### src/rtl/mem_access_unit_if.sv
// Request, data-memory and writeback signals of the load/store unit.
// A transfer on req_* or wb_* happens at a rising edge where valid && ready;
// the offering side holds valid and its payload stable until that edge.
interface mem_access_unit_if #(
  parameter int TAG_W = 4
);
  logic             req_valid;
  logic             req_ready;
  logic             req_we;
  logic             req_size;
  logic             req_signed;
  logic [18:0]      req_addr;
  logic [18:0]      req_wdata;
  logic [TAG_W-1:0] req_tag;
  logic [18:0]      mem_A;
  logic [18:0]      mem_WD;
  logic             mem_WE;
  logic             mem_Cant_Byte;
  logic             mem_reset_n;
  logic [18:0]      mem_RD;
  logic             wb_valid;
  logic             wb_ready;
  logic [18:0]      wb_data;
  logic [TAG_W-1:0] wb_tag;
  logic [7:0]       split_cnt;

  modport slave (
    input  req_valid, req_we, req_size, req_signed, req_addr, req_wdata, req_tag,
    input  mem_RD, wb_ready,
    output req_ready, mem_A, mem_WD, mem_WE, mem_Cant_Byte, mem_reset_n,
    output wb_valid, wb_data, wb_tag, split_cnt
  );

  modport master (
    output req_valid, req_we, req_size, req_signed, req_addr, req_wdata, req_tag,
    output mem_RD, wb_ready,
    input  req_ready, mem_A, mem_WD, mem_WE, mem_Cant_Byte, mem_reset_n,
    input  wb_valid, wb_data, wb_tag, split_cnt
  );
endinterface

### src/rtl/mem_access_unit.sv
// Load/store unit: byte/halfword accesses to a byte-wide memory, splitting
// misaligned halfwords into two byte accesses and extending load results.
module mem_access_unit #(
  parameter int TAG_W = 4
) (
  input  logic                   clk,
  input  logic                   reset,
  mem_access_unit_if.slave       bus,
  output logic [1:0]             fsm_state
);
  localparam logic [1:0] IDLE = 2'd0;
  localparam logic [1:0] ACC1 = 2'd1;
  localparam logic [1:0] ACC2 = 2'd2;
  localparam logic [1:0] DONE = 2'd3;

  logic [1:0]       state;
  logic             we_q, size_q, signed_q, split_q;
  logic [18:0]      addr_q, wdata_q;
  logic [TAG_W-1:0] tag_q;
  logic [15:0]      result_q;
  logic [7:0]       split_cnt_q;
  logic             hs, req_split;
  logic             unused_rd;

  assign hs        = bus.req_valid && bus.req_ready;
  assign req_split = bus.req_size && bus.req_addr[0];
  assign unused_rd = ^bus.mem_RD[18:16];

  always_ff @(posedge clk or posedge reset) begin
    if (reset) begin
      state       <= IDLE;
      we_q        <= 1'b0;
      size_q      <= 1'b0;
      signed_q    <= 1'b0;
      split_q     <= 1'b0;
      addr_q      <= '0;
      wdata_q     <= '0;
      tag_q       <= '0;
      result_q    <= '0;
      split_cnt_q <= '0;
    end else begin
      case (state)
        IDLE: begin
          if (hs) begin
            we_q     <= bus.req_we;
            size_q   <= bus.req_size;
            signed_q <= bus.req_signed;
            split_q  <= req_split;
            addr_q   <= bus.req_addr;
            wdata_q  <= bus.req_wdata;
            tag_q    <= bus.req_tag;
            state    <= ACC1;
            if (req_split && split_cnt_q != 8'hFF)
              split_cnt_q <= split_cnt_q + 8'd1;
          end
        end
        ACC1: begin
          // Split loads keep only the low byte here; ACC2 supplies the high byte.
          if (!we_q)
            result_q <= (split_q || !size_q) ? {8'h00, bus.mem_RD[7:0]} : bus.mem_RD[15:0];
          if (split_q)   state <= ACC2;
          else if (we_q) state <= IDLE;
          else           state <= DONE;
        end
        ACC2: begin
          if (!we_q)
            result_q[15:8] <= bus.mem_RD[7:0];
          state <= we_q ? IDLE : DONE;
        end
        default: begin
          if (bus.wb_ready)
            state <= IDLE;
        end
      endcase
    end
  end

  always_comb begin
    bus.mem_A         = '0;
    bus.mem_WD        = '0;
    bus.mem_WE        = 1'b0;
    bus.mem_Cant_Byte = 1'b0;
    bus.wb_valid      = 1'b0;
    bus.wb_data       = '0;
    bus.wb_tag        = '0;
    case (state)
      ACC1: begin
        bus.mem_A         = addr_q;
        bus.mem_Cant_Byte = size_q && !split_q;
        bus.mem_WD        = split_q ? {11'b0, wdata_q[7:0]} : wdata_q;
        bus.mem_WE        = we_q;
      end
      ACC2: begin
        bus.mem_A  = addr_q + 19'd1;
        bus.mem_WD = {11'b0, wdata_q[15:8]};
        bus.mem_WE = we_q;
      end
      DONE: begin
        bus.wb_valid = 1'b1;
        bus.wb_tag   = tag_q;
        if (size_q)
          bus.wb_data = {(signed_q ? {3{result_q[15]}} : 3'b000), result_q};
        else
          bus.wb_data = {(signed_q ? {11{result_q[7]}} : 11'b0), result_q[7:0]};
      end
      default: ;
    endcase
  end

  assign bus.req_ready   = (state == IDLE) && !reset;
  assign bus.mem_reset_n = ~reset;
  assign bus.split_cnt   = split_cnt_q;
  assign fsm_state       = state;
endmodule

### src/flat_wrapper.sv
// flat-port wrapper written by rule: the top's interface ports become plain ports
module mem_access_unit_flat 
#(
  parameter int TAG_W = 4
)
  (clk, reset, fsm_state, bus_req_valid, bus_req_we, bus_req_size, bus_req_signed, bus_req_addr, bus_req_wdata, bus_req_tag, bus_mem_RD, bus_wb_ready, bus_req_ready, bus_mem_A, bus_mem_WD, bus_mem_WE, bus_mem_Cant_Byte, bus_mem_reset_n, bus_wb_valid, bus_wb_data, bus_wb_tag, bus_split_cnt);
  mem_access_unit_if #(.TAG_W(TAG_W)) bus_i ();
  input  logic clk;
  input  logic reset;
  output logic [1:0] fsm_state;
  input wire logic [$bits(bus_i.req_valid)-1:0] bus_req_valid;
  input wire logic [$bits(bus_i.req_we)-1:0] bus_req_we;
  input wire logic [$bits(bus_i.req_size)-1:0] bus_req_size;
  input wire logic [$bits(bus_i.req_signed)-1:0] bus_req_signed;
  input wire logic [$bits(bus_i.req_addr)-1:0] bus_req_addr;
  input wire logic [$bits(bus_i.req_wdata)-1:0] bus_req_wdata;
  input wire logic [$bits(bus_i.req_tag)-1:0] bus_req_tag;
  input wire logic [$bits(bus_i.mem_RD)-1:0] bus_mem_RD;
  input wire logic [$bits(bus_i.wb_ready)-1:0] bus_wb_ready;
  output wire logic [$bits(bus_i.req_ready)-1:0] bus_req_ready;
  output wire logic [$bits(bus_i.mem_A)-1:0] bus_mem_A;
  output wire logic [$bits(bus_i.mem_WD)-1:0] bus_mem_WD;
  output wire logic [$bits(bus_i.mem_WE)-1:0] bus_mem_WE;
  output wire logic [$bits(bus_i.mem_Cant_Byte)-1:0] bus_mem_Cant_Byte;
  output wire logic [$bits(bus_i.mem_reset_n)-1:0] bus_mem_reset_n;
  output wire logic [$bits(bus_i.wb_valid)-1:0] bus_wb_valid;
  output wire logic [$bits(bus_i.wb_data)-1:0] bus_wb_data;
  output wire logic [$bits(bus_i.wb_tag)-1:0] bus_wb_tag;
  output wire logic [$bits(bus_i.split_cnt)-1:0] bus_split_cnt;
  assign bus_i.req_valid = bus_req_valid;
  assign bus_i.req_we = bus_req_we;
  assign bus_i.req_size = bus_req_size;
  assign bus_i.req_signed = bus_req_signed;
  assign bus_i.req_addr = bus_req_addr;
  assign bus_i.req_wdata = bus_req_wdata;
  assign bus_i.req_tag = bus_req_tag;
  assign bus_i.mem_RD = bus_mem_RD;
  assign bus_i.wb_ready = bus_wb_ready;
  assign bus_req_ready = bus_i.req_ready;
  assign bus_mem_A = bus_i.mem_A;
  assign bus_mem_WD = bus_i.mem_WD;
  assign bus_mem_WE = bus_i.mem_WE;
  assign bus_mem_Cant_Byte = bus_i.mem_Cant_Byte;
  assign bus_mem_reset_n = bus_i.mem_reset_n;
  assign bus_wb_valid = bus_i.wb_valid;
  assign bus_wb_data = bus_i.wb_data;
  assign bus_wb_tag = bus_i.wb_tag;
  assign bus_split_cnt = bus_i.split_cnt;
  mem_access_unit #(.TAG_W(TAG_W)) u_core (.clk(clk), .reset(reset), .bus(bus_i), .fsm_state(fsm_state));
endmodule
### config.mk
export PLATFORM = sky130hd
export DESIGN_NAME = mem_access_unit_flat
export DESIGN_NICKNAME = d
export VERILOG_FILES = /design/src/rtl/mem_access_unit_if.sv /design/src/rtl/mem_access_unit.sv /design/src/flat_wrapper.sv
export SDC_FILE = /design/constraint.sdc
export NUM_CORES = 1
export LEC_CHECK = 0
export CAP_MARGIN = 20
export CORE_MARGIN = 4
export CORE_UTILIZATION = 30
export CTS_BUF_LIST = sky130_fd_sc_hd__clkbuf_4 sky130_fd_sc_hd__clkbuf_8 sky130_fd_sc_hd__clkbuf_16
export DETAILED_ROUTE_END_ITERATION = 16
export PLACE_DENSITY_LB_ADDON = 0.1
export SLEW_MARGIN = 20
export SYNTH_ARGS = -nofsm -noshare
export SYNTH_HDL_FRONTEND = slang
export SYNTH_SLANG_ARGS = --single-unit
### constraint.sdc
create_clock -name clk -period 4 [get_ports clk]
set_clock_uncertainty 0.2 [all_clocks]
set_input_delay 1 -clock clk [delete_from_list [all_inputs] [get_ports clk]]
set_output_delay 1 -clock clk [all_outputs]
set_load 0.02 [all_outputs]
=== Word-level counts from Yosys, hierarchy flattened ===
Index checks and enable logic that the tools add are counted.

* Add/subtract/negate cells: 2
* Multipliers: 0
* Div/mod/pow operators: 0
* $lt $le $gt $ge: 0
* Equality and inequality tests: 7
* Shift operators: 0
* Muxes and demuxes: 20
* Bitwise operators: 2
* Reduce and logical (&&, ||, !) cells: 18

{| class="wikitable"
|+ Operators with widths
! cell !! count
|-
| $pmux W19 S2 || 2
|-
| $mux W19 || 3
|-
| $mux W16 || 2
|-
| $add A19 B1 Y19 const B || 1
|-
| $pmux W8 S2 || 1
|-
| $mux W11 || 1
|-
| $add A8 B1 Y8 const B || 1
|-
| $mux W2 || 4
|-
| $mux W8 || 1
|-
| $ne A8 B8 Y1 const B || 1
|-
| $pmux W2 S3 || 1
|-
| $reduce_and A2 Y1 || 3
|-
| $reduce_and A3 Y1 || 2
|-
| $logic_and A1 B1 Y1 || 5
|-
| $eq A2 B2 Y1 const B || 2
|-
| $mux W4 || 1
|-
| $ne A2 B2 Y1 const B || 2
|-
| $reduce_bool A4 Y1 || 1
|-
| $logic_not A1 Y1 || 3
|-
| $mux W1 || 3
|-
| $mux W3 || 1
|-
| $eq A2 B1 Y1 const B || 1
|-
| $logic_not A2 Y1 || 1
|-
| $ne A2 B1 Y1 const B || 1
|-
| other kinds (4) || 5
|}

* Register bits: 72
* Bits in latches: 0
* RAM bits: 0
* Memory bits (read-only): 0
* Bits of input ports: 68
* Output and inout bits: 76
* Logic and storage cells: 60
* Memories kept: 0

=== Depth between registers and ports, before layout ===
Gate-level depths: netlist of the first run.

* Word-level depth: 5
* Depth in mapped cells: 8
* Gate-level depth less buffers: 6

=== Worst setup path before layout of the first run ===
OpenSTA, ideal clock, no wires.

* Kind: input -> output
* Start: in reset
* End: out bus_mem_reset_n
* Arrival: 2.600 ns
* Data required time: 2.800 ns
* Path slack: 0.200 ns
* Stages: 1
* Path buffers: 0
* Path through: inv_1

* Cells in the longest elaborated chain, start to end: 1

{| class="wikitable"
|+ Ends and longest elaborated chain
! what !! line !! text
|-
| start, declared || flat_wrapper.sv:9 || <nowiki>input logic reset;</nowiki>
|-
| $not A1 Y1 || mem_access_unit.sv:111 || <nowiki>assign bus.mem_reset_n = ~reset;</nowiki>
|-
| end, declared || flat_wrapper.sv:25 || <nowiki>output wire logic [$bits(bus_i.mem_reset_n)-1:0] bus_mem_reset_n;</nowiki>
|}

Every way passes these cells.

=== Worst setup path after layout of the first run ===
* Start: reg u_core.addr_q[12]
* End: out bus_mem_A[17]

* Cells in the longest elaborated chain, start to end: 2

{| class="wikitable"
|+ Ends and longest elaborated chain
! what !! line !! text
|-
| start, declared || mem_access_unit.sv:18 || <nowiki>logic [18:0] addr_q, wdata_q;</nowiki>
|-
| start signal, assigned || mem_access_unit.sv:49 || <nowiki>addr_q <= bus.req_addr;</nowiki>
|-
| $add A19 B1 Y19 || mem_access_unit.sv:94 || <nowiki>bus.mem_A = addr_q + 19'd1;</nowiki>
|-
| $pmux W19 S2 || mem_access_unit.sv:86 || <nowiki>case (state)</nowiki>
|-
| end, declared || flat_wrapper.sv:21 || <nowiki>output wire logic [$bits(bus_i.mem_A)-1:0] bus_mem_A;</nowiki>
|}

Every way passes these cells.

==> results by group, run 1 <==
Finish
  – ANT cells: 0
  – Final Non-Filler Cells: 766
  – Fraction of layout cells with a size suffix above 1: 0.0875
  – Area growth from synthesis to layout: 48.6%
  – Fillers: about 1300
  – Final nets: approximately 670
  – Design area: 0.00575 mm^2

Critical path
  – Reg2Reg Capture Point: u_core.result_q[5]$_DFFE_PP0P_
  – Worst setup path end: bus_mem_A[17]
  – Crit path cell chain: nand4_1 -> or4_4 -> or4_1 -> nand3_1 -> clkdlybuf4s50_1
  – R2R Setup Slk: between 1.5 and 2 ns
  – Delay-heaviest family, CP: simple AND/OR/NAND/NOR gates
  – Register-to-Register Path Depth: 4
  – Crit path depth: 5
  – CP max stage delay: between 0.6 and 0.7 ns
  – CP max FO: 5
  – CP endpoint kind: output port
  – Worst path bufs/invs: 1
  – CP Class: flop to output port
  – Worst Path Arrival: 2.67 ns
  – Crit start category: flop
  – FF-to-FF Start: u_core.fsm_state[1]$_DFFE_PP0P_
  – Crit path from: u_core.addr_q[12]$_DFFE_PP0P_
  – Worst endpoint required time: 2.80 ns
  – Crit path max-delay cell type: clkdlybuf4s50_1

Logic synthesis
  – Mapped Cells: about 450
  – Primary FF master, synth: dfrtp_1
  – Sequential area share after synthesis: 0.465
  – FFs w/ async S/R, synth: 1.00
  – Share of the synthesized area in the top cell type: 0.465
  – Post-Syn Area: 0.00387 mm^2
  – Post-synth EDFFs: 0
  – Average size of a mapped cell: approximately 8.5 um^2
  – Yosys top cell by area: dfrtp_1
  – Area contributors post-synth: dfrtp_1, nand2_1, and2_1
  – Commonest cells in the netlist: nand2_1, dfrtp_1, and2_1
  – Yosys warning total: 0
  – Synthesized Nets: 528
  – Flops & latches, synth: 72
  – Most common cell in the netlist: nand2_1
  – Netlist cell types: 45

Route
  – Initial DRC count: just under 200
  – Detailed Routing Iterations Pass 1: 4
  – Routed vias/inst: approximately 4.8
  – Detailed-route via count: 3660
  – Final wirelength: roughly 12 mm
  – DRC: 0
  – WL/cell: between 15 and 20 um
  – Antenna viol nets, final: 0

GRT
  – Antenna violations before repair: 0
  – GRT Total Usage: 0.165
  – Remaining global-route overflow: 0
  – Largest net degree at the start of global routing: between 50 and 60
  – Global-route wire length before repair: about 19 mm
  – Vias in the first global route: about 3800

Floorplan
  – Initial Util: 0.307
  – Die Wd: between 100 and 150 um
  – Die H: 122 um
  – Row count: 41
  – Core footprint: roughly 0.013 mm^2
  – I/O pin total: about 140
  – Die ar.: around 0.015 mm^2

Hold path
  – Worst Hold Launch: u_core.tag_q[2]$_DFFE_PP0P_
  – Min-Delay Path Class: flop to flop

Clock network
  – Total setup buffers inserted after CTS: 0
  – Clock Tree Buf Depth: 2
  – CTS buffer count: 9
  – CTS tree: yes
  – Root buf cell: clkbuf_16
  – Skew-Pair Late Insertion Delay: ~0.33 ns
  – CTS sink cnt: 72
  – CTS HTree Levels: 3
  – CTS clk-pin slew, worst paths: 0.05 ns

Timing
  – Final setup fails: 0
  – Slew headroom: 0.472
  – Min cycle time layout: a little under 4 ns
  – Max Clk Rate: approximately 260 MHz
  – Final hold vios: 0
  – Fin crit share: 0.968
  – Max-slew violations: 0
  – Sum of negative setup slack: 0 ns
  – Slew @ Worst Pin: approximately 0.79 ns

Placed design
  – DP Area: ~0.0055 mm^2
  – GPL Wtd Cong: 0.801
  – IO Port Bufs: between 100 and 150
  – Cells after DPL: around 750
  – Dpl hpwl: between 8 and 9 mm

Power and ir drop
  – Comb pwr share: 0.485
  – Int Pwr: 2.37 mW
  – Psw: between 1.5 and 2 mW
  – Switching Fraction: 0.410
  – Seq pwr share: 0.340
  – Pwr dens: roughly 700 mW/mm^2
  – Leakage: 2.58 nW
  – Tot Pwr: between 4 and 5 mW
  – Clock share of power: 0.175
  – VDD IR max: between 200 and 250 uV

Job
  – Max-Cap Viols: 0

Status
  – Outcome: completed
## logic make-up (layout without fill, tap and decap cells)
family,count (synthesis),in the layout,synth area share
adders and majority gates,6,6,0.0194
muxes,10,10,0.0291
DFF,72,72,0.465
and+or+nand+nor,233,233,0.289
AOI/OAI and AO/OA,79,79,0.131
buffers and inverters,45,185,0.0456
xor gates and xnor gates,9,9,0.0204
## power by group through the flow
stage                     combinational, mW  sequential, mW  clock [mW]
after floorplan                        1.19            1.31           0
after global placement                 1.94            1.36           0
after detailed placement               1.97            1.37           0
after CTS                              1.97            1.36       0.730
after global routing                   2.16            1.42       0.753
final                                  1.95            1.37       0.704
## per-layer routing
metal  share of wire  up-vias  global-route usage
met5               0        -                   0
li1                -     1806                   -
met4           0.012        0              0.0609
met3           0.078        7              0.0562
met1            0.44     1734               0.216
met2            0.47      113               0.253
## flip-flops by register name (all words and copies together), names as in the netlist
register / count
u_core.fsm_state: 2
u_core.split_q: 1
u_core.bus.split_cnt: 8
u_core.addr_q: 19
u_core.we_q: 1
u_core.result_q: 16
u_core.tag_q: 4
u_core.signed_q: 1
u_core.wdata_q: 19
u_core.size_q: 1
## placed cells by master, fill, tap and decap left out, drive strengths merged, types with 7 or more instances in the layout
cell type / Yosys / final
nor2: 7 / 7
buf: 2 / 13
nand4: 8 / 8
a21oi: 25 / 25
nand2: 145 / 145
nand3: 13 / 13
a22o: 11 / 11
clkdlybuf4s50: 0 / 135
clkbuf: 24 / 11
dfrtp: 72 / 72
inv: 19 / 18
a221oi: 8 / 8
or3: 7 / 7
o21ai: 21 / 21
mux2: 10 / 10
and2: 26 / 26
## worst register-to-register path: cells and delay by family, from the launching register on
kind / cells / cell delay, ns
AND/OR/NAND/NOR: 1 / 0.70
adder cells (fa/ha/maj): 1 / 0.36
flip-flops: 1 / 0.43
multiplexers: 1 / 0.42
buffers and inverters: 1 / 0.10
## metrics by stage
step                utilization  hold WS [ns]  setup slack, ns
finish                    0.456         0.265            0.128
global route              0.456         0.300         -0.00290
CTS                       0.454         0.272         0.000321
detailed placement        0.434         0.258            0.276
global placement          0.434         0.255            0.281
floorplan                     -         0.237            0.200
## area by class of cell
class	count	area, um^2	area share
Clock buffer	11	240	0.0418
Clock inverter	2	10.0	0.00174
Inverter	19	72.6	0.0126
Multi-Input combinational cell	337	1900	0.330
Sequential cell	72	1810	0.314
Tap cell	172	215	0.0374
Timing Repair Buffer	153	1510	0.263
## worst min path at each step
stage | to | depth (start not counted)
global route | u_core.tag_q[2]$_DFFE_PP0P_ | 2
detailed placement | u_core.tag_q[2]$_DFFE_PP0P_ | 2
CTS | u_core.tag_q[2]$_DFFE_PP0P_ | 2
finish | u_core.tag_q[2]$_DFFE_PP0P_ | 2
global placement | u_core.wdata_q[16]$_DFFE_PP0P_ | 2
floorplan | u_core.tag_q[0]$_DFFE_PP0P_ | 2
## what timing repair did
action,CTS,global route
hold buffers,0,0
setup endpoints to repair,2,20
gates resized for setup,2,10
Note: power is estimated with default switching activity, not from simulation.
==> run 2, diff against run 1 <==
Settings changed: CORE_MARGIN 4 to 2.
==> run 2 against run 1 <==
Critical path depth is the same. Global-route usage up 0.37 points. Maximum frequency shrank 0.62%. Die area fell by 6.5%. Setup slack worse by 0.024 ns. Register-to-register slack improved by 0.05 ns.
==> results by group, run 2 (synthesis results as in run 1) <==
Status
  – Outcome: completed

Timing
  – Final hold vios: 0
  – Max-slew violations: 0
  – Max Clk Rate: between 200 and 300 MHz
  – Unrepaired setup endpoints after global routing: true
  – Min cycle time layout: 3.90 ns
  – Slew @ Worst Pin: between 0.8 and 0.9 ns
  – Fin crit share: 0.974
  – Slew headroom: 0.447
  – Hold slack: 0.271 ns
  – Final worst slack: between 0.1 and 0.15 ns
  – Final setup fails: 0

GRT
  – Global-route wire length before repair: approximately 19 mm
  – Largest net degree at the start of global routing: 54
  – Remaining global-route overflow: 0
  – Vias in the first global route: 3718
  – Antenna violations before repair: 0
  – GRT Total Usage: 0.168

Critical path
  – CP endpoint kind: output port
  – Crit path depth: 5
  – CP max FO: 7
  – CP max stage delay: roughly 0.61 ns
  – Register-to-Register Path Depth: 5
  – Crit start category: flop
  – Worst path bufs/invs: 1
  – CP Class: flop to output port
  – Crit path cell chain: nand4_4 -> or4_4 -> or4_1 -> nand3_1 -> clkdlybuf4s50_1
  – Crit path max-delay cell type: clkdlybuf4s50_1
  – Worst endpoint required time: about 2.8 ns
  – Delay-heaviest family, CP: simple AND/OR/NAND/NOR gates
  – Worst Path Arrival: between 2 and 3 ns

Route
  – Detailed-route via count: approximately 3600
  – WL/cell: 14.9 um
  – Final wirelength: 11.4 mm
  – Antenna viol nets, final: 0
  – Initial DRC count: 189
  – DRC: 0
  – Routed vias/inst: roughly 4.7
  – Detailed Routing Iterations Pass 1: 4

Hold path
  – Min-Delay Path Depth: 2
  – Min-Delay Path Class: flop to flop

Floorplan
  – Die Wd: ~120 um
  – Core footprint: approximately 0.013 mm^2
  – Die ar.: about 0.014 mm^2
  – Die H: 118 um
  – Row count: between 40 and 50
  – I/O pin total: ~140
  – Initial Util: 0.307

Power and ir drop
  – Pwr dens: slightly below 700 mW/mm^2
  – VDD IR max: 279 uV
  – Switching Fraction: 0.407
  – Leakage: about 2.6 nW
  – Comb pwr share: 0.489
  – Psw: 1.63 mW
  – Clock share of power: 0.174
  – Int Pwr: around 2.4 mW
  – Seq pwr share: 0.336

Finish
  – Layout Utilization: 0.457
  – ANT cells: 0
  – Commonest non-fill, non-tap cells in the layout: nand2_1, clkdlybuf4s50_1, dfrtp_1
  – Area growth from synthesis to layout: 48.9%
  – Final Non-Filler Cells: about 770
  – Final nets: 668
  – Fraction of layout cells with a size suffix above 1: 0.0872
  – Most common cell after layout, fill and taps aside: nand2_1
  – Design area: around 0.0058 mm^2
  – Top flop regs: u_core.addr_q: 19 flops, u_core.wdata_q: 19 flops, u_core.result_q: 16 flops

Clock network
  – Skew-Pair Late Insertion Delay: approximately 0.33 ns
  – CTS buffer count: 9
  – Clock Tree Buf Depth: 2
  – CTS tree: yes
  – Hold-fix buffers, CTS: 0
  – Total setup buffers inserted after CTS: 0
  – CTS sink cnt: between 70 and 80
  – CTS HTree Levels: 3
  – Root buf cell: clkbuf_16
  – CTS clk-pin slew, worst paths: ~0.050 ns
  – Resize count post-CTS: 2

Placed design
  – Pre-CTS setup slack: about 0.27 ns
  – Dpl hpwl: just over 8 mm
  – DP Area: around 0.0055 mm^2
  – IO Port Bufs: 140
  – Cells after DPL: approximately 760
  – GPL Wtd Cong: roughly 0.79

Job
  – Max-Cap Viols: 0
-- run 2: final cells by class --
type                       instances  area (um^2)
timing repair buffer             155         1530
tap                              172          215
sequential                        72         1800
clock inverter                     2         10.0
multi-input combinational        337         1900
inverter                          19         72.6
fill                            1312         6860
clock buffer                      11          240
-- run 2: worst paths after layout --
check,from,end,slack [ns]
setup / recovery,u_core.addr_q[6]$_DFFE_PP0P_,bus_mem_A[17],0.10
hold / removal,u_core.tag_q[1]$_DFFE_PP0P_,u_core.tag_q[1]$_DFFE_PP0P_,0.27
setup reg to reg,u_core.fsm_state[1]$_DFFE_PP0P_,u_core.result_q[1]$_DFFE_PP0P_,1.73
hold reg to reg,u_core.tag_q[1]$_DFFE_PP0P_,u_core.tag_q[1]$_DFFE_PP0P_,0.27
max in group asynchronous,reset,u_core.addr_q[2]$_DFFE_PP0P_,1.61
min in group asynchronous,reset,u_core.wdata_q[16]$_DFFE_PP0P_,0.97
-- run 2: per-stage QoR --
step,TNS (ns),power (mW)
floorplan,0,2.49
global placement,0,3.30
detailed placement,0,3.34
CTS,0,4.07
global route,-0.0290,4.34
finish,0,4.01
-- run 2: worst register-to-register path, stage by stage, from the launching register on --
cell and delay, ns:
dfrtp_1 0.42, inv_1 0.09, ha_1 0.21, buf_4 0.17, nor2b_1 0.63, mux2_2 0.42
-- run 2: metal layers --
metal  vias to the layer above  global-route usage  wire length, um
met5                         -                   0                0
met4                         0              0.0444              124
met3                        11              0.0552              734
met2                       104               0.277             5390
met1                      1710               0.213             5170
li1                       1809                   -                -
-- run 2: power by group through the flow --
stage / registers (mW) / clock network (mW) / logic [mW]
after floorplan: 1.31 / 0 / 1.19
after global placement: 1.34 / 0 / 1.96
after detailed placement: 1.36 / 0 / 1.98
after CTS: 1.35 / 0.727 / 1.99
after global routing: 1.41 / 0.761 / 2.17
final: 1.35 / 0.699 / 1.96
